`src/rtl/mdu_pkg.sv`:
```
// -----------------------------------------------------------------------------
// mdu_pkg
//   Shared definitions for the iterative multiply/divide unit:
//     - mdu_op_e  : operation encodings carried on the 2-bit op port
//     - mdu_state_e : sequencer states (IDLE -> CALC -> FIX -> IDLE)
//     - mdu_sign_t : sign corrections latched at operation start
//     - helpers classifying an operation as divide and/or signed
// -----------------------------------------------------------------------------
package mdu_pkg;

  typedef enum logic [1:0] {
    MDU_MULT  = 2'b00,
    MDU_MULTU = 2'b01,
    MDU_DIV   = 2'b10,
    MDU_DIVU  = 2'b11
  } mdu_op_e;

  typedef enum logic [1:0] {
    S_IDLE = 2'b00,
    S_CALC = 2'b01,
    S_FIX  = 2'b10
  } mdu_state_e;

  // Corrections applied in FIX. The core loop only ever sees magnitudes.
  //   neg_main : negate the product (multiply) or the quotient (divide)
  //   neg_rem  : negate the remainder (divide only; follows the dividend)
  typedef struct packed {
    logic neg_main;
    logic neg_rem;
  } mdu_sign_t;

  function automatic logic op_is_div(input mdu_op_e o);
    return (o == MDU_DIV) || (o == MDU_DIVU);
  endfunction

  function automatic logic op_is_signed(input mdu_op_e o);
    return (o == MDU_MULT) || (o == MDU_DIV);
  endfunction

endpackage : mdu_pkg

```
`src/rtl/iter_mult_div.sv`:
```
// -----------------------------------------------------------------------------
// iter_mult_div
//   Multi-cycle multiply/divide unit with built-in HI/LO result registers.
//   One result bit is produced per cycle: a request accepted in cycle 0 keeps
//   busy high in cycles 1..XLEN+1 and delivers done plus the new HI/LO in
//   cycle XLEN+2.
//
//   Multiply : shift-add on a 2*XLEN product register; hi/lo = upper/lower half.
//   Divide   : restoring division on a {remainder, quotient} shift register;
//              lo = quotient, hi = remainder. A zero divisor yields lo = all
//              ones, hi = the raw dividend and a div_by_zero pulse with done.
//   Signed ops run on magnitudes; the sign is restored in the FIX cycle.
//
// Ports
//   clk          in   rising-edge clock
//   rst          in   synchronous, active-high reset
//   start        in   request an operation (honoured only in IDLE)
//   op           in   2  00 MULT, 01 MULTU, 10 DIV, 11 DIVU
//   a            in   XLEN  multiplicand / dividend (rs)
//   b            in   XLEN  multiplier / divisor (rt)
//   hi_wen       in   MTHI write enable (honoured only in IDLE)
//   lo_wen       in   MTLO write enable (honoured only in IDLE)
//   wdata        in   XLEN  MTHI/MTLO data
//   busy         out  operation in progress
//   done         out  one-cycle pulse, HI/LO hold the new result
//   div_by_zero  out  pulses with done when a divide had b == 0
//   hi, lo       out  XLEN  HI/LO registers
// -----------------------------------------------------------------------------
module iter_mult_div
  import mdu_pkg::*;
#(
  parameter int XLEN = 32
) (
  input  logic            clk,
  input  logic            rst,
  input  logic            start,
  input  logic [1:0]      op,
  input  logic [XLEN-1:0] a,
  input  logic [XLEN-1:0] b,
  input  logic            hi_wen,
  input  logic            lo_wen,
  input  logic [XLEN-1:0] wdata,
  output logic            busy,
  output logic            done,
  output logic            div_by_zero,
  output logic [XLEN-1:0] hi,
  output logic [XLEN-1:0] lo
);

  localparam int CNT_W = $clog2(XLEN);
  localparam int PW    = 2 * XLEN;
  localparam logic [CNT_W-1:0] CNT_LAST = CNT_W'(XLEN - 1);

  // ---------------------------------------------------------------------------
  // State
  // ---------------------------------------------------------------------------
  mdu_state_e      state;
  logic [CNT_W-1:0] cnt;
  mdu_op_e         op_q;
  mdu_sign_t       sign_q;
  logic            dbz_q;
  logic [XLEN-1:0] a_raw;    // unmodified dividend, returned in hi on b == 0
  logic [XLEN-1:0] opnd;     // |a| as multiplicand, or |b| as divisor
  logic [PW-1:0]   acc;      // product, or {remainder, quotient}

  // ---------------------------------------------------------------------------
  // Operand conditioning at acceptance
  // ---------------------------------------------------------------------------
  mdu_op_e         op_in;
  logic            a_neg;
  logic            b_neg;
  logic [XLEN-1:0] a_mag;
  logic [XLEN-1:0] b_mag;

  assign op_in = mdu_op_e'(op);
  assign a_neg = op_is_signed(op_in) & a[XLEN-1];
  assign b_neg = op_is_signed(op_in) & b[XLEN-1];
  // The most negative value maps onto itself, which read as unsigned is
  // exactly its magnitude, so no extra bit is needed.
  assign a_mag = a_neg ? -a : a;
  assign b_mag = b_neg ? -b : b;

  // ---------------------------------------------------------------------------
  // Multiply step: add the multiplicand into the upper half when the current
  // multiplier bit (acc[0]) is set, then shift the whole register right. The
  // add carries one extra bit that is shifted straight back into range.
  // ---------------------------------------------------------------------------
  logic [XLEN:0]   mul_sum;
  logic [PW-1:0]   mul_next;

  assign mul_sum  = {1'b0, acc[PW-1:XLEN]} + (acc[0] ? {1'b0, opnd} : {(XLEN+1){1'b0}});
  assign mul_next = {mul_sum, acc[XLEN-1:1]};

  // ---------------------------------------------------------------------------
  // Divide step: shift {rem, quot} left by one, try to subtract the divisor
  // from the widened remainder and keep the difference only if it did not
  // borrow. The quotient bit enters at the bottom of the register.
  // ---------------------------------------------------------------------------
  logic [XLEN:0]   rem_sh;
  logic [XLEN+1:0] div_diff;
  logic            div_fits;
  logic [PW-1:0]   div_next;

  assign rem_sh   = acc[PW-1:XLEN-1];
  assign div_diff = {1'b0, rem_sh} - {2'b00, opnd};
  assign div_fits = ~div_diff[XLEN+1];
  assign div_next = {(div_fits ? div_diff[XLEN-1:0] : rem_sh[XLEN-1:0]),
                     acc[XLEN-2:0], div_fits};

  // ---------------------------------------------------------------------------
  // Final sign correction and divide-by-zero override, consumed in FIX.
  // ---------------------------------------------------------------------------
  logic [XLEN-1:0] quot;
  logic [XLEN-1:0] rem;
  logic [XLEN-1:0] quot_fixed;
  logic [XLEN-1:0] rem_fixed;
  logic [PW-1:0]   fix_result;

  assign quot       = acc[XLEN-1:0];
  assign rem        = acc[PW-1:XLEN];
  assign quot_fixed = sign_q.neg_main ? -quot : quot;
  assign rem_fixed  = sign_q.neg_rem  ? -rem  : rem;

  // NOTE: every output of a combinational block gets a default assignment
  // first so that no path leaves it unassigned and a latch is inferred.
  always_comb begin
    fix_result = acc;
    if (op_is_div(op_q)) begin
      if (dbz_q) fix_result = {a_raw, {XLEN{1'b1}}};
      else       fix_result = {rem_fixed, quot_fixed};
    end else if (sign_q.neg_main) begin
      fix_result = -acc;
    end
  end

  // ---------------------------------------------------------------------------
  // Sequencer, datapath registers and HI/LO.
  // NOTE: all state here is updated with non-blocking assignments so every
  // register samples the values from before the edge, independent of
  // statement order.
  // ---------------------------------------------------------------------------
  always_ff @(posedge clk) begin
    if (rst) begin
      state       <= S_IDLE;
      cnt         <= '0;
      op_q        <= MDU_MULT;
      sign_q      <= '0;
      dbz_q       <= 1'b0;
      a_raw       <= '0;
      opnd        <= '0;
      acc         <= '0;
      busy        <= 1'b0;
      done        <= 1'b0;
      div_by_zero <= 1'b0;
      hi          <= '0;
      lo          <= '0;
    end else begin
      done        <= 1'b0;
      div_by_zero <= 1'b0;

      unique case (state)
        S_IDLE: begin
          // Register writes land first; a result started in the same cycle
          // overwrites both registers when it completes.
          if (hi_wen) hi <= wdata;
          if (lo_wen) lo <= wdata;

          if (start) begin
            op_q            <= op_in;
            a_raw           <= a;
            dbz_q           <= op_is_div(op_in) && (b == '0);
            sign_q.neg_main <= a_neg ^ b_neg;
            sign_q.neg_rem  <= a_neg;
            cnt             <= CNT_LAST;
            busy            <= 1'b1;
            state           <= S_CALC;
            if (op_is_div(op_in)) begin
              acc  <= {{XLEN{1'b0}}, a_mag};
              opnd <= b_mag;
            end else begin
              acc  <= {{XLEN{1'b0}}, b_mag};
              opnd <= a_mag;
            end
          end
        end

        S_CALC: begin
          acc <= op_is_div(op_q) ? div_next : mul_next;
          if (cnt == '0) state <= S_FIX;
          else           cnt   <= cnt - CNT_W'(1);
        end

        S_FIX: begin
          {hi, lo}    <= fix_result;
          done        <= 1'b1;
          div_by_zero <= dbz_q;
          busy        <= 1'b0;
          state       <= S_IDLE;
        end

        default: begin
          busy  <= 1'b0;
          state <= S_IDLE;
        end
      endcase
    end
  end

endmodule : iter_mult_div

```
`config.mk`:
```
export PLATFORM = sky130hd
export DESIGN_NAME = iter_mult_div
export DESIGN_NICKNAME = d
export VERILOG_FILES = /design/src/rtl/mdu_pkg.sv /design/src/rtl/iter_mult_div.sv
export SDC_FILE = /design/constraint.sdc
export NUM_CORES = 1
export LEC_CHECK = 0
export CELL_PAD_IN_SITES_DETAIL_PLACEMENT = 0
export CELL_PAD_IN_SITES_GLOBAL_PLACEMENT = 2
export CORE_AREA = 2 2 237 239
export DETAILED_ROUTE_END_ITERATION = 12
export DIE_AREA = 0 0 239 241
export PLACE_DENSITY_LB_ADDON = 0.1
export SYNTH_ARGS = -nofsm -noshare
export SYNTH_HDL_FRONTEND = slang
export SYNTH_SLANG_ARGS = --single-unit
```
`constraint.sdc`:
```
create_clock -name clk -period 3.33 [get_ports clk]
set_input_delay 0.666 -clock clk [delete_from_list [all_inputs] [get_ports clk]]
set_output_delay 0.666 -clock clk [all_outputs]
set_load 0.01 [all_outputs]
```
Word-level counts from Yosys, hierarchy flattened. Index checks and enable logic that the tools add are counted.

Register bits after elaboration: 207. Output and inout port bits: 67. Logic and storage cells: 84.

$add $sub $neg: 8. Eq/ne operators: 11. Mux-type cells: 27. Bitwise logic cells: 6. Reduce and logical (&&, ||, !) cells: 18.

Operator list (count): $mux 32 (10); $mux 64 (5); $neg 32->32 (4); $pmux 32 s2 (2); $pmux 64 s2 (1); $neg 64->64 (1); $sub 33x32->34 (1); $add 32x32->33 (1); $logic_not 32->1 (1); $reduce_and 2->1 (6); $eq 2x2->1 const B (5); $mux 5 (2); $ne 2x2->1 const B (5); $pmux 5 s2 (1); $logic_not 5->1 (1); $sub 5x1->5 const B (1); $logic_not 2->1 (2); $mux 2 (2); $pmux 2 s2 (1); $reduce_bool 2->1 (2); $logic_or 1x1->1 (3); $not 1->1 (3); $reduce_and 3->1 (1); $and 1x1->1 (2); 6 further kinds (7).

Depth between registers and ports, before layout. Gate-level depths: netlist of the first run.

Word-level depth: 7. Mapped depth: 15. Mapped depth without buffers: 13.

Worst setup path before layout of the first run. Ideal clock, no wire load.

Kind: register to register. Start: register acc[0]. End: register acc[59]. Setup time: 117 ps. Arrival: 3174 ps. Setup slack: 38 ps. Stages on the path, launching flop included: 15. Path buffers: 2. Cells stage by stage: dfxtp_1 clkbuf_1 inv_1 clkbuf_1 nor2_1 ha_1 o211a_1 o31ai_1 a32oi_1 a221oi_1 o31ai_1 a211oi_1 xnor2_1 o21a_1 a32o_1.

Word-level cells in the longest chain between the ends: 4.

Ends and longest elaborated chain: from (decl) (RTL line iter_mult_div.sv:64) `logic [PW-1:0] acc;`; from (signal assigned) (RTL line iter_mult_div.sv:178) `acc <= {{XLEN{1'b0}}, a_mag};`; from (signal assigned) (RTL line iter_mult_div.sv:181) `acc <= {{XLEN{1'b0}}, b_mag};`; from (signal assigned) (RTL line iter_mult_div.sv:188) `acc <= op_is_div(op_q) ? div_next : mul_next;`; $mux 32 (RTL line iter_mult_div.sv:91) `assign mul_sum = {1'b0, acc[PW-1:XLEN]} + (acc[0] ? {1'b0, opnd} : {(XLEN+1){1'b0}});`; $add 32x32->33 (RTL line iter_mult_div.sv:91); $mux 64 (RTL line iter_mult_div.sv:188); $pmux 64 s2 (RTL line iter_mult_div.sv:161) `unique case (state)`.

No other way between the ends. A chain may end at the register's enable or synchronous reset.

Worst setup path after layout of the first run.
Start: input port a[4]. End: register acc[29].

Word-level cells in the longest chain between the ends: 5.

Ends and longest elaborated chain: from (decl) (RTL line iter_mult_div.sv:38) `input logic [XLEN-1:0] a,`; $neg 32->32 (RTL line iter_mult_div.sv:80) `assign a_mag = a_neg ? -a : a;`; $mux 32 (RTL line iter_mult_div.sv:80); $mux 32 (RTL line iter_mult_div.sv:177) `if (op_is_div(op_in)) begin`; $mux 64 (RTL line iter_mult_div.sv:168) `if (start) begin`; $pmux 64 s2 (RTL line iter_mult_div.sv:161).

No other way between the ends. The select of a mux whose other input is x is not followed.

==> results.py, run 1 <==
metrics = {
    "floorplan": {
        "die_x_um": 239,
        "rows": 86,
        "design.core.area_mm2": 0.05488,
        "die_area_mm2": 0.05760,
        "fp.dieH_um": 241,
        "initial_core_util": 0.2993,
        "io_pins": 170,
    },
    "layout": {
        "fin_nets": 2710,
        "fillers": 5882,
        "area_growth_pct": 30.90,
        "finalInstanceArea_mm2": 0.02150,
        "multi_input_area_mm2": 0.01154,
        "regArea_mm2": 0.004133,
        "drive_gt1_frac": 0.1530,
    },
    "synthesis": {
        "synthCells": 2251,
        "synth_area_mm2": 0.01642,
        "syn_nets": 2426,
        "ys.flop_type": "dfxtp_1",
        "ys_types": 74,
        "yosysSeqAreaShare": 0.2511,
        "synth-seq-cells": 206,
        "syn_avg_cell_area_um2": 7.296,
        "synth_edf_count": 0,
        "synthArstFlopShare": 0,
        "yosysWarnings": 0,
    },
    "clocking": {
        "cts_tree": "done",
        "cts_hold_buf": 0,
        "cts_buffers": 27,
        "cts.sinks": 206,
        "clockBufferDepth": 3,
        "insertion_delay_ns": 0.58,
        "htreeDepth": 1,
        "clk_pin_slew_worst_paths_ns": 0.06,
        "root_buffer": "clkbuf_16",
    },
    "pwr": {
        "p_leak_nw": 8.529,
        "power_mw": 9.197,
        "ir_worst_vdd_v": 0.0003155,
        "p_per_area_mw_per_mm2": 427.8,
    },
    "grt": {
        "grt_pass1_vias": 17210,
        "overflow": 0,
        "antenna_found_initial": 0,
        "grt_usage": 0.2579,
        "grt_max_degree": 95,
        "grt_pass1_wl_um": 112100,
    },
    "route": {
        "wl_per_cell_um": 23.38,
        "drt-total-wl_um": 76250,
        "viasPerCell": 5.525,
        "first_iter_violations": 1246,
        "drc": 0,
        "ant_nets": 0,
        "first_pass_iters": 5,
        "dr_total_vias": 18020,
    },
    "timing": {
        "tightestPinTransition_ns": 1.150,
        "whs_ns": 0.4407,
        "fin_crit_sh": 0.9751,
        "slew_headroom": 0.2331,
        "finClkSkew_ns": 0.01871,
        "fin_crit_ns": 3.247,
        "fmax_mhz": 308.0,
        "setup_viol": 0,
        "maxSlewViolCount": 0,
        "hold_viol_final": 0,
        "setup_ws_ns": 0.08294,
    },
    "worst_setup_path": {
        "cp-start-kind": "primary input",
        "worst_setup_path_end_kind": "register",
        "worstPathRequired_ns": 3.78,
        "worstPathArrival_ns": 3.70,
        "crit_fanout": 3,
        "worst-setup-path-type": "primary input to register",
    },
    "placed_design": {
        "place_area_mm2": 0.02039,
        "port_buffers": 169,
        "post-place-ws_ns": -0.6690,
        "gp_congestion": 0.9043,
        "hpwl_um": 60280,
    },
    "run": {
        "maxCapViolations": 0,
    },
    "run_status": {
        "outcome": "complete, no violations",
    },
    "min_path": {
        "holdCritPathClass": "primary input to register",
    },
}
power by group:
part | switching [mW] | internal (mW)
combinational | 1.88 | 1.35
sequential | 0.228 | 2.68
clock | 1.28 | 1.78
total | 3.38 | 5.81
worst paths after layout:
path	depth (start not counted)	startpoint	to	slack [ns]
hold reg to reg	2	opnd[13]	opnd[13]	0.45
setup / recovery	11	a[4]	acc[29]	0.08
setup reg to reg	15	acc[31]	acc[58]	0.10
hold / removal	2	rst	opnd[18]	0.44
routing by layer:
metal,track usage,wire length (µm),vias up
li1,-,-,8734
met1,0.3749,37410,8729
met2,0.4099,33550,495
met3,0.03020,4044,58
met4,0.04962,1249,0
met5,0,0,-
synthesized netlist by cell type, drive strengths merged (54+ instances only):
master | instances | area [µm²]
nand2 | 293 | 1100
a21oi | 220 | 1101
nor2 | 209 | 784.5
dfxtp | 206 | 4124
clkbuf | 156 | 589.3
o21ai | 140 | 711.9
xnor2 | 115 | 1007
xor2 | 86 | 753.2
a211oi | 73 | 548.0
ha | 70 | 875.8
inv | 67 | 251.5
nor3 | 54 | 270.3
area by class of cell:
type	count	area share
inverters	68	0.01187
diodes	1	0.0001164
repair buffers	435	0.1756
well taps	704	0.04097
clock buffers	36	0.03579
clock inverters	14	0.006635
flip-flops and latches	206	0.1922
multi-input cells	1797	0.5368
state kept, by name, summed over array words and instances, names as in the netlist, 2 cells and up:
name    count
acc        64
opnd       32
sign_q      2
cnt         5
a_raw      32
hi         32
state       2
lo         32
worst max-delay path: stages:
cell and delay, ns:
clkdlybuf4s50_1 0.42, or4_4 0.59, buf_4 0.17, nor4_2 0.20
buf_4 0.16, nand4_1 0.17, or3_4 0.44, o41ai_2 0.24
xor2_1 0.23, a211oi_1 0.11, a221o_1 0.30
cells by family (layout without fill, tap and decap cells):
| kind of cell | count (synthesis) | after routing | synth area share |
|---|---|---|---|
| XOR/XNOR | 201 | 201 | 0.1072 |
| AO/OA/AOI/OAI | 733 | 733 | 0.2916 |
| adder cells (fa/ha/maj) | 72 | 72 | 0.05577 |
| multiplexers | 56 | 56 | 0.03489 |
| other | 0 | 1 | 0 |
| AND/OR/NAND/NOR | 735 | 735 | 0.2017 |
| flip-flops | 206 | 206 | 0.2511 |
| buffers and inverters | 248 | 553 | 0.05782 |
through the flow:
stage / util / setup TNS [ns] / instances
finish: 0.3917 / 0 / 3261
global route: 0.3917 / -0.01534 / 3260
CTS: 0.3892 / 0 / 3257
detailed placement: 0.3716 / -8.715 / 3207
global placement: 0.3716 / -8.563 / 3207
floorplan: - / 0 / 2251
placed cells by master, fill, tap and decap left out, drive strengths merged, types with 13 or more instances in the layout:
cell,Yosys,final
nand2,293,293
or3,24,24
a21o,35,35
a211oi,73,73
o21ai,140,140
ha,70,70
xnor2,115,115
a21oi,220,220
a221oi,14,14
nor2b,19,19
mux2i,46,46
a31oi,18,18
nand3,32,32
buf,24,268
a311oi,16,16
clkdlybuf4s50,0,167
o41ai,14,14
nor2,209,209
a22oi,18,18
o211ai,39,39
dfxtp,206,206
nor3,54,54
o31ai,45,45
inv,67,68
nand2b,15,15
xor2,86,86
o221ai,32,32
nand4,13,13
clkbuf,156,36
nor4,19,19
repair_timing:
item	4_1_cts	5_1_grt
buffers inserted	0	3
pin swaps	1	9
resized for setup	14	30
endpoints found under the setup margin	12	29
(Power assumes the default switching activity.)
==> run 2, diff against run 1 <==
--- a/config.mk
+++ b/config.mk
@@ -7,9 +7,9 @@
 export LEC_CHECK = 0
 export CELL_PAD_IN_SITES_DETAIL_PLACEMENT = 0
 export CELL_PAD_IN_SITES_GLOBAL_PLACEMENT = 2
-export CORE_AREA = 2 2 237 239
+export CORE_AREA = 2 2 223 225
 export DETAILED_ROUTE_END_ITERATION = 12
-export DIE_AREA = 0 0 239 241
+export DIE_AREA = 0 0 225 227
 export PLACE_DENSITY_LB_ADDON = 0.1
 export SYNTH_ARGS = -nofsm -noshare
 export SYNTH_HDL_FRONTEND = slang
==> constraint.sdc (replaced) <==
create_clock -name clk -period 3.3 [get_ports clk]
set_input_delay 0.66 -clock clk [delete_from_list [all_inputs] [get_ports clk]]
set_output_delay 0.66 -clock clk [all_outputs]
set_load 0.01 [all_outputs]
==> run 2 against run 1 <==
- sequential power about the same
- setup slack better by 0.012 ns
- sequential share of layout area about the same
- wire length down 3.6%
- worst hold slack better by 0.011 ns
- clock power up 1%
- first-iteration DRC count up 4.7%
- critical endpoint is now acc[56]
==> results.py, run 2 (synthesis gave the netlist of run 1 again) <==
metrics = {
    "clocking": {
        "clockBufferDepth": 3,
        "insertion_delay_ns": 0.57,
        "cts_buffers": 26,
        "clk_pin_slew_worst_paths_ns": 0.06,
        "cts_tree": "done",
        "cts.sinks": 206,
        "htreeDepth": 1,
        "root_buffer": "clkbuf_16",
    },
    "worst_setup_path": {
        "worstPathArrival_ns": 3.70,
        "worstRegToRegCells": 15,
        "crit_fanout": 9,
        "crit_top_cell": "buf_4",
        "crit_path_top_delay_cell": "dfxtp_1",
        "worstPathRequired_ns": 3.80,
        "cp-start-kind": "register",
        "worst_setup_path_end_kind": "register",
        "worst-setup-path-type": "register to register",
        "slowest_delay_ns": 0.41,
        "cp_cell_sequence": "inv_1, ha_1, nor2b_1, o21ai_1, o211ai_1, a21oi_1, buf_4, o31ai_2, buf_4, a41oi_4, buf_4, buf_4, nand2b_1, o221a_2, nand2_1",
    },
    "pwr": {
        "p_switching_mw": 3.382,
        "p_int_mw": 5.932,
        "p_sw_frac": 0.3631,
        "p_per_area_mw_per_mm2": 432.9,
        "p_clk_frac": 0.332,
        "sequentialPowerShare": 0.314,
        "ir_worst_vdd_v": 0.0003575,
        "p_leak_nw": 8.579,
        "p_comb_frac": 0.354,
    },
    "grt": {
        "grt_usage": 0.2799,
        "grt_max_degree": 95,
        "overflow": 0,
        "grt_pass1_wl_um": 108500,
        "grt_pass1_vias": 17090,
        "antenna_found_initial": 1,
    },
    "timing": {
        "setup_viol": 0,
        "maxSlewViolCount": 0,
        "tns_ns": 0,
        "slew_headroom": 0.2518,
        "rsz0062_at_grt": "true",
        "fmax_mhz": 312.0,
        "finClkSkew_ns": 0.02691,
        "fin_crit_sh": 0.9711,
        "hold_viol_final": 0,
        "fin_crit_ns": 3.205,
        "tightestPinTransition_ns": 1.122,
    },
    "floorplan": {
        "design.core.area_mm2": 0.04855,
        "initial_core_util": 0.3383,
        "die_area_mm2": 0.05108,
        "die_x_um": 225,
        "fp.dieH_um": 227,
        "io_pins": 170,
        "rows": 81,
    },
    "route": {
        "drt-total-wl_um": 73470,
        "first_pass_iters": 5,
        "ant_nets": 0,
        "drc": 0,
        "first_iter_violations": 1305,
        "dr_total_vias": 18040,
        "wl_per_cell_um": 23.07,
        "viasPerCell": 5.664,
    },
    "layout": {
        "antenna_cells": 0,
        "drive_gt1_frac": 0.1561,
        "multi_input_area_mm2": 0.01156,
        "fillers": 5051,
        "area_growth_pct": 31.00,
        "final_cell_mix": "nand2_1 (293), buf_4 (265), a21oi_1 (214)",
        "largest_reg_flops": 64,
        "largest-register": "acc",
        "post-route-util": 0.4432,
        "mostFrequentLayoutCell": "nand2_1",
        "fin_nets": 2718,
        "regArea_mm2": 0.004131,
    },
    "placed_design": {
        "port_buffers": 169,
        "gp_congestion": 0.9133,
        "hpwl_um": 58460,
    },
    "run": {
        "maxCapViolations": 0,
    },
    "min_path": {
        "min_path_cells": 2,
        "holdCritPathClass": "register to register",
    },
    "run_status": {
        "outcome": "complete, no violations",
    },
}
==> run 2: worst paths after layout <==
kind | from | to | slack (ns)
setup / recovery | opnd[1] | acc[56] | 0.1
hold / removal | opnd[24] | opnd[24] | 0.45
setup reg to reg | opnd[1] | acc[56] | 0.1
hold reg to reg | opnd[24] | opnd[24] | 0.45
==> run 2: final cells by class <==
cell class	count	share of cell area
multi-input combinational	1797	0.5375
sequential	206	0.1920
timing repair buffer	444	0.1801
clock buffer	32	0.03268
clock inverter	16	0.009654
inverter	68	0.01186
tap	622	0.03617
==> run 2: routing by layer <==
metal,global-route usage,wire length (µm),vias up
met5,0,13,-
met4,0.06003,1495,2
met3,0.02775,4315,70
met2,0.4501,32440,531
met1,0.4046,35210,8710
li1,-,-,8726
==> run 2: power by group through the flow <==
stage | sequential, mW | combinational, mW | clock [mW]
floorplan | 2.90 | 1.76 | 0
global placement | 2.97 | 3.17 | 0
detailed placement | 2.97 | 3.18 | 0
CTS | 2.92 | 3.21 | 3.14
global route | 2.95 | 3.55 | 3.23
finish | 2.92 | 3.30 | 3.10
==> run 2: critical path, delay by kind of cell, from the launching register on <==
| kind | cells | cell delay (ns) |
|---|---|---|
| compound gates | 6 | 1.25 |
| buf+inv | 5 | 0.79 |
| flops | 1 | 0.41 |
| simple gates | 3 | 0.38 |
| fa+ha+maj | 1 | 0.27 |
==> run 2: what timing repair did <==
| item | 4_1_cts | 5_1_grt |
|---|---|---|
| hold buffers | 0 | 0 |
| gates resized for setup | 10 | 36 |
| setup endpoints to repair | 12 | 35 |
| gates cloned | 0 | 1 |
| pin swaps | 1 | 6 |
| buffers inserted | 0 | 5 |
==> run 2: through the flow <==
stage	setup WS [ns]	hold WS (ns)	power (mW)	area [µm²]	cells
2_1_floorplan	0.008227	0.4311	4.667	16420	2251
3_3_place_gp	-0.4021	0.4404	6.143	20360	3131
3_5_place_dp	-0.4246	0.4471	6.156	20360	3131
4_1_cts	-0.01936	0.4548	9.269	21310	3179
5_1_grt	-0.05572	0.4709	9.732	21510	3185
6_report	0.09526	0.4517	9.314	21510	3185
